===== config.mk =====
export PLATFORM = sky130hd
export DESIGN_NAME = instr_fetch_unit_flat
export DESIGN_NICKNAME = d
export VERILOG_FILES = /design/src/rtl/fetch_pkg.sv /design/src/rtl/instr_fetch_unit_if.sv /design/src/rtl/fetch_pc_reg.sv /design/src/rtl/instr_fetch_unit.sv /design/src/flat_wrapper.sv
export SDC_FILE = /design/constraint.sdc
export NUM_CORES = 1
export LEC_CHECK = 0
export BUFFER_PORTS_ARGS = -buffer_cell sky130_fd_sc_hd__clkbuf_2
export CORE_ASPECT_RATIO = 1.4
export CORE_UTILIZATION = 43
export CTS_BUF_LIST = sky130_fd_sc_hd__clkbuf_8 sky130_fd_sc_hd__clkbuf_16
export CTS_CLUSTER_DIAMETER = 200
export CTS_CLUSTER_SIZE = 14
export DETAILED_ROUTE_END_ITERATION = 8
export PLACE_DENSITY = 0.76
export SYNTH_ARGS = -nofsm -noshare
export SYNTH_HDL_FRONTEND = slang
export SYNTH_SLANG_ARGS = --single-unit

===== constraint.sdc =====
create_clock -name clk -period 2.75 [get_ports clk]
set_input_delay 0.275 -clock clk [delete_from_list [all_inputs] [get_ports clk]]
set_output_delay 0.275 -clock clk [all_outputs]
set_load 0.03 [all_outputs]

===== src/rtl/fetch_pkg.sv =====
// Shared types and constants for the instruction fetch unit.
// Optional misaligned-redirect trap is enabled with FETCH_MISALIGN_TRAP_EN.
package fetch_pkg;

    localparam int unsigned XLEN_DEF = 32;
    localparam int unsigned ILEN_DEF = 32;
    localparam int unsigned PC_STEP  = 4;

    typedef enum logic [2:0] {
        IDLE  = 3'd0,
        REQ   = 3'd1,
        WAIT  = 3'd2,
        HOLD  = 3'd3,
        DRAIN = 3'd4,
        FAULT = 3'd5
    } fetch_state_e;

endpackage


===== src/rtl/instr_fetch_unit_if.sv =====
// Bundle of redirect, imem and decode-side signals of the fetch unit.
// master = fetch unit, slave = surrounding pipeline / memory / testbench.
interface instr_fetch_unit_if
    import fetch_pkg::*;
#(
    parameter int unsigned XLEN = XLEN_DEF,
    parameter int unsigned ILEN = ILEN_DEF
);

    logic            redirect_valid;
    logic [XLEN-1:0] redirect_pc;
    logic            imem_req;
    logic [XLEN-1:0] imem_addr;
    logic            imem_gnt;
    logic            imem_rvalid;
    logic [ILEN-1:0] imem_rdata;
    logic            inst_valid;
    logic            inst_ready;
    logic [ILEN-1:0] inst_out;
    logic [XLEN-1:0] inst_pc;
    logic [XLEN-1:0] pc_out;
    logic            fetch_fault;

    modport master (
        input  redirect_valid, redirect_pc,
        output imem_req, imem_addr,
        input  imem_gnt, imem_rvalid, imem_rdata,
        output inst_valid,
        input  inst_ready,
        output inst_out, inst_pc, pc_out, fetch_fault
    );

    modport slave (
        output redirect_valid, redirect_pc,
        input  imem_req, imem_addr,
        output imem_gnt, imem_rvalid, imem_rdata,
        input  inst_valid,
        output inst_ready,
        input  inst_out, inst_pc, pc_out, fetch_fault
    );

endinterface


===== src/rtl/fetch_pc_reg.sv =====
// Fetch PC register: async reset to RESET_PC, redirect load has priority over +PC_STEP.
// Increment wraps modulo 2^XLEN.
module fetch_pc_reg
    import fetch_pkg::*;
#(
    parameter int unsigned     XLEN     = XLEN_DEF,
    parameter logic [XLEN-1:0] RESET_PC = '0
)(
    input  logic            i_clk,
    input  logic            i_rst,
    input  logic            i_load,
    input  logic [XLEN-1:0] i_load_pc,
    input  logic            i_inc,
    output logic [XLEN-1:0] o_pc
);

    logic [XLEN-1:0] r_pc;

    always_ff @(posedge i_clk or posedge i_rst) begin
        if (i_rst) begin
            r_pc <= RESET_PC;
        end else if (i_load) begin
            r_pc <= i_load_pc;
        end else if (i_inc) begin
            r_pc <= r_pc + XLEN'(PC_STEP);
        end
    end

    assign o_pc = r_pc;

endmodule


===== src/rtl/instr_fetch_unit.sv =====
// Multicycle instruction fetch: one outstanding imem request, one-entry output buffer.
// FETCH_MISALIGN_TRAP_EN: misaligned redirects trap into FAULT instead of being aligned.
module instr_fetch_unit
    import fetch_pkg::*;
#(
    parameter int unsigned     XLEN     = XLEN_DEF,
    parameter int unsigned     ILEN     = ILEN_DEF,
    parameter logic [XLEN-1:0] RESET_PC = '0
)(
    input  logic               clk,
    input  logic               rst,
    instr_fetch_unit_if.master bus
);

    fetch_state_e    r_state;
    logic            r_req;
    logic            r_valid;
    logic [ILEN-1:0] r_inst;
    logic [XLEN-1:0] r_inst_pc;
    logic            r_fault;

    logic [XLEN-1:0] w_fetch_pc;
    logic [XLEN-1:0] w_redirect_pc;
    logic            w_misalign;
    logic            w_pc_inc;

`ifdef FETCH_MISALIGN_TRAP_EN
    logic r_outstanding;
    logic w_pending;

    assign w_redirect_pc = bus.redirect_pc;
    assign w_misalign    = (bus.redirect_pc[1:0] != 2'b00);

    // A request granted before the trap may still answer while in FAULT;
    // leaving FAULT must drain it so it is not taken as the new fetch.
    always_ff @(posedge clk or posedge rst) begin
        if (rst) begin
            r_outstanding <= 1'b0;
        end else if ((r_state == REQ) && bus.imem_gnt) begin
            r_outstanding <= 1'b1;
        end else if (bus.imem_rvalid) begin
            r_outstanding <= 1'b0;
        end
    end

    assign w_pending = r_outstanding && !bus.imem_rvalid;
`else
    assign w_redirect_pc = bus.redirect_pc & ~XLEN'(PC_STEP - 1);
    assign w_misalign    = 1'b0;
`endif

    assign w_pc_inc = (r_state == WAIT) && bus.imem_rvalid;

    fetch_pc_reg #(
        .XLEN     (XLEN),
        .RESET_PC (RESET_PC)
    ) u_pc (
        .i_clk     (clk),
        .i_rst     (rst),
        .i_load    (bus.redirect_valid),
        .i_load_pc (w_redirect_pc),
        .i_inc     (w_pc_inc),
        .o_pc      (w_fetch_pc)
    );

    // Redirect overrides everything; a HOLD handshake in the same cycle simply
    // completes because the buffer is dropped either way.
    always_ff @(posedge clk or posedge rst) begin
        if (rst) begin
            r_state   <= IDLE;
            r_req     <= 1'b0;
            r_valid   <= 1'b0;
            r_inst    <= '0;
            r_inst_pc <= '0;
            r_fault   <= 1'b0;
        end else if (bus.redirect_valid) begin
            r_valid <= 1'b0;
            if (w_misalign) begin
                r_state <= FAULT;
                r_req   <= 1'b0;
                r_fault <= 1'b1;
            end else begin
                r_fault <= 1'b0;
                case (r_state)
                    REQ: begin
                        r_state <= bus.imem_gnt ? DRAIN : REQ;
                        r_req   <= !bus.imem_gnt;
                    end
                    WAIT, DRAIN: begin
                        r_state <= bus.imem_rvalid ? REQ : DRAIN;
                        r_req   <= bus.imem_rvalid;
                    end
`ifdef FETCH_MISALIGN_TRAP_EN
                    FAULT: begin
                        r_state <= w_pending ? DRAIN : REQ;
                        r_req   <= !w_pending;
                    end
`endif
                    default: begin
                        r_state <= REQ;
                        r_req   <= 1'b1;
                    end
                endcase
            end
        end else begin
            case (r_state)
                IDLE: begin
                    r_state <= REQ;
                    r_req   <= 1'b1;
                end
                REQ: begin
                    if (bus.imem_gnt) begin
                        r_state <= WAIT;
                        r_req   <= 1'b0;
                    end
                end
                WAIT: begin
                    if (bus.imem_rvalid) begin
                        r_inst    <= bus.imem_rdata;
                        r_inst_pc <= w_fetch_pc;
                        r_valid   <= 1'b1;
                        r_state   <= HOLD;
                    end
                end
                HOLD: begin
                    if (bus.inst_ready) begin
                        r_valid <= 1'b0;
                        r_state <= REQ;
                        r_req   <= 1'b1;
                    end
                end
                DRAIN: begin
                    if (bus.imem_rvalid) begin
                        r_state <= REQ;
                        r_req   <= 1'b1;
                    end
                end
                default: begin
                    r_state <= r_state;
                    r_req   <= 1'b0;
                end
            endcase
        end
    end

    assign bus.imem_req    = r_req;
    assign bus.imem_addr   = w_fetch_pc;
    assign bus.inst_valid  = r_valid;
    assign bus.inst_out    = r_inst;
    assign bus.inst_pc     = r_inst_pc;
    assign bus.pc_out      = w_fetch_pc;
    assign bus.fetch_fault = r_fault;

endmodule

===== src/flat_wrapper.sv =====
// flat-port wrapper written by rule: the top's interface ports become plain ports
module instr_fetch_unit_flat import fetch_pkg::*;
#(
    parameter int unsigned     XLEN     = XLEN_DEF,
    parameter int unsigned     ILEN     = ILEN_DEF,
    parameter logic [XLEN-1:0] RESET_PC = '0
)
  (clk, rst, bus_redirect_valid, bus_redirect_pc, bus_imem_req, bus_imem_addr, bus_imem_gnt, bus_imem_rvalid, bus_imem_rdata, bus_inst_valid, bus_inst_ready, bus_inst_out, bus_inst_pc, bus_pc_out, bus_fetch_fault);
  instr_fetch_unit_if #(.XLEN(XLEN), .ILEN(ILEN)) bus_i ();
  input  logic clk;
  input  logic rst;
  input wire logic [$bits(bus_i.redirect_valid)-1:0] bus_redirect_valid;
  input wire logic [$bits(bus_i.redirect_pc)-1:0] bus_redirect_pc;
  output wire logic [$bits(bus_i.imem_req)-1:0] bus_imem_req;
  output wire logic [$bits(bus_i.imem_addr)-1:0] bus_imem_addr;
  input wire logic [$bits(bus_i.imem_gnt)-1:0] bus_imem_gnt;
  input wire logic [$bits(bus_i.imem_rvalid)-1:0] bus_imem_rvalid;
  input wire logic [$bits(bus_i.imem_rdata)-1:0] bus_imem_rdata;
  output wire logic [$bits(bus_i.inst_valid)-1:0] bus_inst_valid;
  input wire logic [$bits(bus_i.inst_ready)-1:0] bus_inst_ready;
  output wire logic [$bits(bus_i.inst_out)-1:0] bus_inst_out;
  output wire logic [$bits(bus_i.inst_pc)-1:0] bus_inst_pc;
  output wire logic [$bits(bus_i.pc_out)-1:0] bus_pc_out;
  output wire logic [$bits(bus_i.fetch_fault)-1:0] bus_fetch_fault;
  assign bus_i.redirect_valid = bus_redirect_valid;
  assign bus_i.redirect_pc = bus_redirect_pc;
  assign bus_imem_req = bus_i.imem_req;
  assign bus_imem_addr = bus_i.imem_addr;
  assign bus_i.imem_gnt = bus_imem_gnt;
  assign bus_i.imem_rvalid = bus_imem_rvalid;
  assign bus_i.imem_rdata = bus_imem_rdata;
  assign bus_inst_valid = bus_i.inst_valid;
  assign bus_i.inst_ready = bus_inst_ready;
  assign bus_inst_out = bus_i.inst_out;
  assign bus_inst_pc = bus_i.inst_pc;
  assign bus_pc_out = bus_i.pc_out;
  assign bus_fetch_fault = bus_i.fetch_fault;
  instr_fetch_unit #(.XLEN(XLEN), .ILEN(ILEN), .RESET_PC(RESET_PC)) u_core (.clk(clk), .rst(rst), .bus(bus_i));
endmodule

==> results of run 1 <==
[flip-flops by register name (all words and copies together) (netlist names)]
| name | count |
|---|---|
| u_core.r_state | 3 |
| u_core.bus.inst_pc | 30 |
| u_core.bus.inst_valid | 1 |
| u_core.bus.inst_out | 32 |
| u_core.u_pc.o_pc | 30 |
| u_core.bus.imem_req | 1 |
[worst max-delay path: cells and delay by family (launching register included)]
| family | cells | cell delay, ns |
|---|---|---|
| xor+xnor | 1 | 0.12 |
| flops | 1 | 0.51 |
| mux | 1 | 0.28 |
| simple gates | 3 | 1.25 |
[area by class of cell]
cell class	count	area share, %
sequential	97	40.7
multi-input combinational	265	32.7
inverter	7	0.503
timing repair buffer	197	17.2
tap	141	2.96
clock inverter	6	1.91
clock buffer	10	4.01
[routing by layer]
| layer | vias to the layer above | wire, um | GRT usage (%) |
|---|---|---|---|
| met5 | - | 0 | 0 |
| met4 | 0 | 184 | 6.63 |
| met3 | 12 | 585 | 4.17 |
| met2 | 130 | 5590 | 34.1 |
| met1 | 1713 | 4320 | 22.4 |
| li1 | 1728 | - | - |
[power by group through the flow]
stage | sequential [mW] | combinational (mW) | clock [mW]
floorplan | 3.11 | 0.831 | 0
global placement | 2.22 | 2.30 | 0
detailed placement | 2.26 | 2.35 | 0
CTS | 2.23 | 2.36 | 1.49
global route | 2.30 | 2.47 | 1.54
finish | 2.23 | 2.34 | 1.45
[metrics by stage]
step	setup WS (ns)	area, sq um	instances
after global routing	0.358	5970	723
after detailed placement	0.509	5600	706
after floorplan	0.621	4770	427
final	0.472	5970	723
after CTS	0.486	5970	723
after global placement	0.541	5600	706
[repair_timing]
item	CTS	global route
hold buffers	1	0
setup endpoints to repair	0	0
hold endpoints to repair	24	0
[Yosys cell counts (5+ instances only)]
| library cell | count |
|---|---|
| a21oi_1 | 7 |
| buf_2 | 8 |
| buf_4 | 37 |
| clkbuf_1 | 11 |
| dfrtp_1 | 97 |
| inv_1 | 7 |
| mux2_2 | 63 |
| mux2i_1 | 5 |
| nand2_1 | 47 |
| nand3_1 | 12 |
| nand4_1 | 6 |
| nor2_1 | 13 |
| nor3_1 | 5 |
| nor4_1 | 6 |
| nor4_2 | 5 |
| o21ai_0 | 20 |
| o21ai_1 | 10 |
| xnor2_1 | 19 |
| xor2_1 | 8 |
[final timing paths]
| path | startpoint | end | slack [ns] | depth (start not counted) |
|---|---|---|---|---|
| setup / recovery | u_core.r_state[0]$_DFFE_PP0P_ | u_core.u_pc.o_pc[29]$_DFFE_PP0P_ | 0.47 | 5 |
| hold / removal | bus_redirect_pc[3] | u_core.u_pc.o_pc[3]$_DFFE_PP0P_ | 0.15 | 3 |
| setup reg to reg | u_core.r_state[0]$_DFFE_PP0P_ | u_core.u_pc.o_pc[29]$_DFFE_PP0P_ | 0.47 | 5 |
| hold reg to reg | u_core.bus.inst_pc[18]$_DFFE_PP0P_ | u_core.bus.inst_pc[18]$_DFFE_PP0P_ | 0.49 | 2 |
| max in group asynchronous | rst | u_core.u_pc.o_pc[4]$_DFFE_PP0P_ | 1.45 | 4 |
| min in group asynchronous | rst | u_core.bus.inst_out[10]$_DFFE_PP0P_ | 0.56 | 3 |
[kinds of logic after synthesis]
family	count (synthesis)	synth area share, %
and+or+nand+nor	114	13.3
DFF	97	51.2
muxes	68	16.0
buffers and inverters	65	8.44
AOI/OAI and AO/OA	48	5.72
xor gates and xnor gates	27	4.98
adders and majority gates	1	0.264
other	1	0.0790
==> impl_metrics.py, run 1 <==
metrics = {
    "outcome": {
        "outcome": "finished, final reports clean",
    },
    "timing": {
        "rsz0062_at_grt": "no",
        "fin_skew_ns": 0.00642,
        "slew_headroom_pct": 61.1,
        "hold_viol": 0,
        "setup_violations": 0,
        "fin_tns_setup_ns": 0,
        "finalWorstPathRequiredPeriod_ns": 2.28,
        "drv_slew": 0,
        "fin_crit_sh_pct": 82.8,
        "whs_ns": 0.149,
        "timing.fmax_mhz": 439,
        "worstMarginPinSlew_ns": 0.582,
    },
    "hold_path": {
        "hold_path.class": "input port to register",
    },
    "synthesis": {
        "syn_area_per_cell_sq_um": 11.3,
        "syn_area_sq_um": 4740,
        "synth_top_area_share_pct": 51.2,
        "ys_seq_elements": 97,
        "ys.flop_type": "dfrtp_1",
        "synth_cell_types": 47,
        "ys_seq_area_share_pct": 51.2,
        "synth_edf_count": 0,
        "yosys_warnings": 0,
        "synthArstFlopShare_pct": 100,
        "synthTopCellsByArea": "dfrtp_1, mux2_2, buf_4, nand2_1, xnor2_1",
        "synth_top_area_cell": "dfrtp_1",
        "syn_inst": 421,
    },
    "drt": {
        "drc": 0,
        "wl_per_cell_um": 14.8,
        "wl_mm": 10.7,
        "drtIter0Drc": 97,
        "dr_total_vias": 3583,
        "via_per_inst": 4.96,
        "firstDrtPassIters": 4,
        "ant_nets": 0,
    },
    "floorplan": {
        "core_area_sq_um": 10800,
        "fp.dieW_um": 90.8,
        "die_height_um": 126,
        "row_count": 45,
        "die_area_sq_um": 11500,
        "initial_core_util_pct": 43.9,
        "io_pins": 201,
    },
    "setup_path": {
        "startpoint_type": "register",
        "critPathArrivalTime_ns": 2.50,
        "required_ns": 2.97,
        "critPathMaxStageDelay_ns": 0.53,
        "crit_path_end_kind": "register",
        "path_cells": "and4bb_1 > nand4_1 > nor4_1 > xor2_1 > mux2_2",
        "crit_type": "register to register",
        "worst-path-max-fanout": 11,
        "critPathSlowestCell": "and4bb_1",
    },
    "clocking": {
        "cts.clk_slew.worst_paths_ns": 0.06,
        "cts_buffers": 9,
        "cts_root_buf": "clkbuf_16",
        "post-cts-setup-buffers": 0,
        "clockBufferDepth": 2,
        "clock_sinks": 97,
        "cts_tree": "built",
        "cts_resized": 0,
        "h-tree-depth": 3,
        "clk_latency_ns": 0.34,
    },
    "final_layout": {
        "mostFrequentLayoutCell": "clkbuf_2",
        "final-seq-area_sq_um": 2430,
        "layout_common_cells": "clkbuf_2, dfrtp_1, mux2_2, nand2_1, o21ai_0",
        "post-route-util_pct": 55.2,
        "area_growth_pct": 25.8,
        "drive_gt1_share_pct": 49.5,
        "fill_cells": 991,
        "multi_input_area_sq_um": 1950,
        "nNetsFinal": 648,
        "antenna_cells": 0,
    },
    "placement": {
        "numPortBuffers": 191,
        "hpwlAfterDp_mm": 7.78,
        "gp_congestion": 0.766,
    },
    "pwr": {
        "p_leak_nw": 2.98,
        "p_int_mw": 3.61,
        "total_switching_power_mw": 2.41,
        "switching_share_pct": 40.0,
        "clkPwrFrac_pct": 24.1,
        "power_mw": 6.02,
        "irDropWorstVdd_mv": 0.490,
        "p_per_area_nw_per_um2": 1010,
        "pwr-share-seq_pct": 37.0,
        "comb_power_share_pct": 38.8,
    },
    "grt": {
        "grt_overflow": 0,
        "grt_pass1_wl_mm": 17.4,
        "grt_max_degree": 74,
        "antenna_found_initial": 0,
        "grt_usage_pct": 19.1,
        "grt_pass1_vias": 3499,
    },
    "run": {
        "maxCapViolations": 0,
    },
}
(Power assumes the default switching activity.)
==> run 2, diff against run 1 <==
--- a/config.mk
+++ b/config.mk
@@ -5,9 +5,10 @@
 export SDC_FILE = /design/constraint.sdc
 export NUM_CORES = 1
 export LEC_CHECK = 0
+export ABC_AREA = 1
 export BUFFER_PORTS_ARGS = -buffer_cell sky130_fd_sc_hd__clkbuf_2
 export CORE_ASPECT_RATIO = 1.4
-export CORE_UTILIZATION = 43
+export CORE_UTILIZATION = 44
 export CTS_BUF_LIST = sky130_fd_sc_hd__clkbuf_8 sky130_fd_sc_hd__clkbuf_16
 export CTS_CLUSTER_DIAMETER = 200
 export CTS_CLUSTER_SIZE = 14
==> constraint.sdc (replaced) <==
create_clock -name clk -period 1.95 [get_ports clk]
set_input_delay 0.195 -clock clk [delete_from_list [all_inputs] [get_ports clk]]
set_output_delay 0.195 -clock clk [all_outputs]
set_load 0.03 [all_outputs]
==> run 2 against run 1 <==
Net effect: total power grew 51%; design area up 7.3%; via count up 36%; core utilization up 1.3 points; die area rose by 5.3%; sequential power rose by 48%; critical path depth increased by 4; worst setup slack worse by 0.26 ns; global-route usage rose by 5.1 points.
==> impl_metrics.py, run 2 <==
metrics = {
    "timing": {
        "drv_slew": 0,
        "fin_crit_sh_pct": 89.0,
        "fin_skew_ns": 0.00684,
        "rsz0062_at_grt": "no",
        "finalWorstPathRequiredPeriod_ns": 1.74,
        "whs_ns": 0.0538,
        "setup_violations": 0,
        "fin_tns_setup_ns": 0,
        "timing.fmax_mhz": 576,
        "hold_viol": 0,
    },
    "drt": {
        "met1_length_mm": 5.66,
        "drtIter0Drc": 121,
        "ant_nets": 0,
        "firstDrtPassIters": 4,
        "dr_total_vias": 4863,
        "wl_met2_mm": 7.10,
        "wl_per_cell_um": 13.9,
        "met3_length_um": 747,
        "drc": 0,
        "via_per_inst": 4.82,
        "routed.top_layer": "met4",
        "wl_mm": 14.0,
    },
    "final_layout": {
        "layout_common_cells": "nand2_1, clkbuf_2, dfrtp_1, nor2_1, nand3_1",
        "nNetsFinal": 931,
        "antenna_cells": 0,
        "area_growth_pct": 25.2,
        "mostFrequentLayoutCell": "nand2_1",
        "largest_reg_flops": 32,
        "drive_gt1_share_pct": 29.0,
    },
    "synthesis": {
        "synthArstFlopShare_pct": 100,
        "synthTopCellsByArea": "dfrtp_1, nand2_1, nor2_1, buf_4, nand3_1",
        "ys_seq_elements": 97,
        "synth.most_common_cell": "nand2_1",
        "synth_edf_count": 0,
        "synth_cell_types": 31,
        "synth_common_cells": "nand2_1, dfrtp_1, nor2_1, nand3_1, buf_4",
        "synth_top_area_cell": "dfrtp_1",
        "ys.flop_type": "dfrtp_1",
        "yosys_warnings": 0,
        "synth_top_area_share_pct": 47.5,
        "syn_inst": 688,
        "syn_area_sq_um": 5110,
        "ys_seq_area_share_pct": 47.5,
        "syn_area_per_cell_sq_um": 7.43,
    },
    "pwr": {
        "irDropWorstVdd_mv": 0.560,
        "p_leak_nw": 3.51,
        "p_per_area_nw_per_um2": 1420,
    },
    "clocking": {
        "cts_buffers": 9,
        "post-cts-setup-buffers": 0,
        "h-tree-depth": 3,
        "cts.clk_slew.worst_paths_ns": 0.07,
        "clock_sinks": 97,
        "clockBufferDepth": 2,
        "clk_latency_ns": 0.34,
        "cts_root_buf": "clkbuf_16",
        "cts_tree": "built",
    },
    "setup_path": {
        "worst-path-stages": 9,
        "worstPathBufferInverterCount": 4,
        "path_cells": "inv_1 > nand3_4 > nor2_8 > inv_4 > nor2_8 > inv_2 > buf_4 > nand2_1 > o21ai_0",
        "critPathSlowestCell": "dfrtp_1",
        "path_common_cell": "nor2_8",
        "required_ns": 2.20,
        "worst-path-max-fanout": 26,
        "critPathMaxStageDelay_ns": 0.41,
        "critPathArrivalTime_ns": 1.98,
        "startpoint_type": "register",
        "rr_worst_depth": 9,
        "crit_type": "register to register",
        "crit_path_end_kind": "register",
        "cpLargestDelayFamily": "buffers and inverters",
    },
    "hold_path": {
        "whs_path_depth": 3,
        "hold_path.class": "input port to register",
    },
    "floorplan": {
        "die_height_um": 130,
        "io_pins": 201,
        "row_count": 46,
        "initial_core_util_pct": 45.1,
        "core_area_sq_um": 11300,
        "fp.dieW_um": 93.1,
        "die_area_sq_um": 12100,
    },
    "run": {
        "maxCapViolations": 0,
    },
    "grt": {
        "antenna_found_initial": 0,
        "grt_pass1_wl_mm": 22.7,
        "grt_overflow": 0,
        "grt_usage_pct": 24.1,
        "grt_pass1_vias": 4769,
        "grt_max_degree": 47,
    },
    "placement": {
        "numPortBuffers": 191,
        "gp_congestion": 0.865,
        "hpwlAfterDp_mm": 10.7,
    },
    "outcome": {
        "outcome": "finished, final reports clean",
    },
}
[run 2: changes by cell type in the layout (fill, tap and decap cells not counted), sizes merged, moves of 7 or more]
cell	change
nand2	+234
nor2	+99
mux2	-63
nand3	+35
inv	+32
xnor2	-18
buf	+17
nor4	-11
nand4	-7
xor2	-7
[run 2: power breakdown]
| group | switching, mW | total [mW] | internal, mW | leakage [nW] |
|---|---|---|---|---|
| combinational | 2.89 | 3.99 | 1.11 | 2.17 |
| clock | 0.806 | 1.81 | 1.01 | 0.142 |
| sequential | 0.548 | 3.30 | 2.75 | 1.20 |
[run 2: area by class of cell]
type | count | area [sq um]
multi-input combinational | 499 | 2170
tap | 144 | 180
inverter | 39 | 153
fill | 1145 | 4930
clock inverter | 7 | 80.1
timing repair buffer | 214 | 1170
sequential | 97 | 2430
clock buffer | 9 | 225
[run 2: repair_timing]
action	in CTS	in global routing
hold endpoints to repair	17	0
resized for setup	0	3
hold buffers	1	0
endpoints found under the setup margin	0	2
[run 2: kinds of logic (layout without fill, tap and decap cells)]
group,after synthesis,in the layout,share of synthesized area (%)
xor+xnor,2,2,0.343
compound gates,43,43,4.67
other cells,1,7,0.0733
flops,97,97,47.5
fa+ha+maj,1,1,0.245
simple gates,446,446,36.5
buf+inv,98,269,10.7
[run 2: per-layer routing]
| layer | global-route usage [%] | vias to the layer above |
|---|---|---|
| li1 | - | 2439 |
| met1 | 27.8 | 2210 |
| met2 | 43.0 | 181 |
| met3 | 3.70 | 33 |
| met4 | 12.7 | 0 |
| met5 | 0 | - |
[run 2: stage by stage]
stage	util (%)	area [sq um]	cells	total power [mW]	setup WS (ns)
2_1_floorplan	-	5140	694	6.17	0.172
3_3_place_gp	53.6	6080	992	7.26	0.173
3_5_place_dp	53.6	6080	992	7.35	0.170
4_1_cts	56.4	6390	1009	9.17	0.160
5_1_grt	56.5	6400	1009	9.67	0.0117
6_report	56.5	6400	1009	9.10	0.214
[run 2: worst paths after layout]
path	from	end	slack, ns
worst max-delay path	u_core.r_state[0]$_DFFE_PP0P_	u_core.bus.inst_pc[5]$_DFFE_PP0P_	0.21
worst min-delay path	bus_imem_rdata[20]	u_core.bus.inst_out[20]$_DFFE_PP0P_	0.05
worst max register to register	u_core.r_state[0]$_DFFE_PP0P_	u_core.bus.inst_pc[5]$_DFFE_PP0P_	0.21
worst min register to register	u_core.bus.inst_out[19]$_DFFE_PP0P_	u_core.bus.inst_out[19]$_DFFE_PP0P_	0.47
max in group asynchronous	rst	u_core.u_pc.o_pc[25]$_DFFE_PP0P_	0.83
min in group asynchronous	rst	u_core.bus.inst_out[17]$_DFFE_PP0P_	0.42
[run 2: worst register-to-register path, delay by kind of cell (launching register included)]
| kind | cells | cell delay, ns |
|---|---|---|
| buffers and inverters | 4 | 0.82 |
| flip-flops | 1 | 0.41 |
| AND/OR/NAND/NOR | 4 | 0.32 |
| AO/OA/AOI/OAI | 1 | 0.10 |
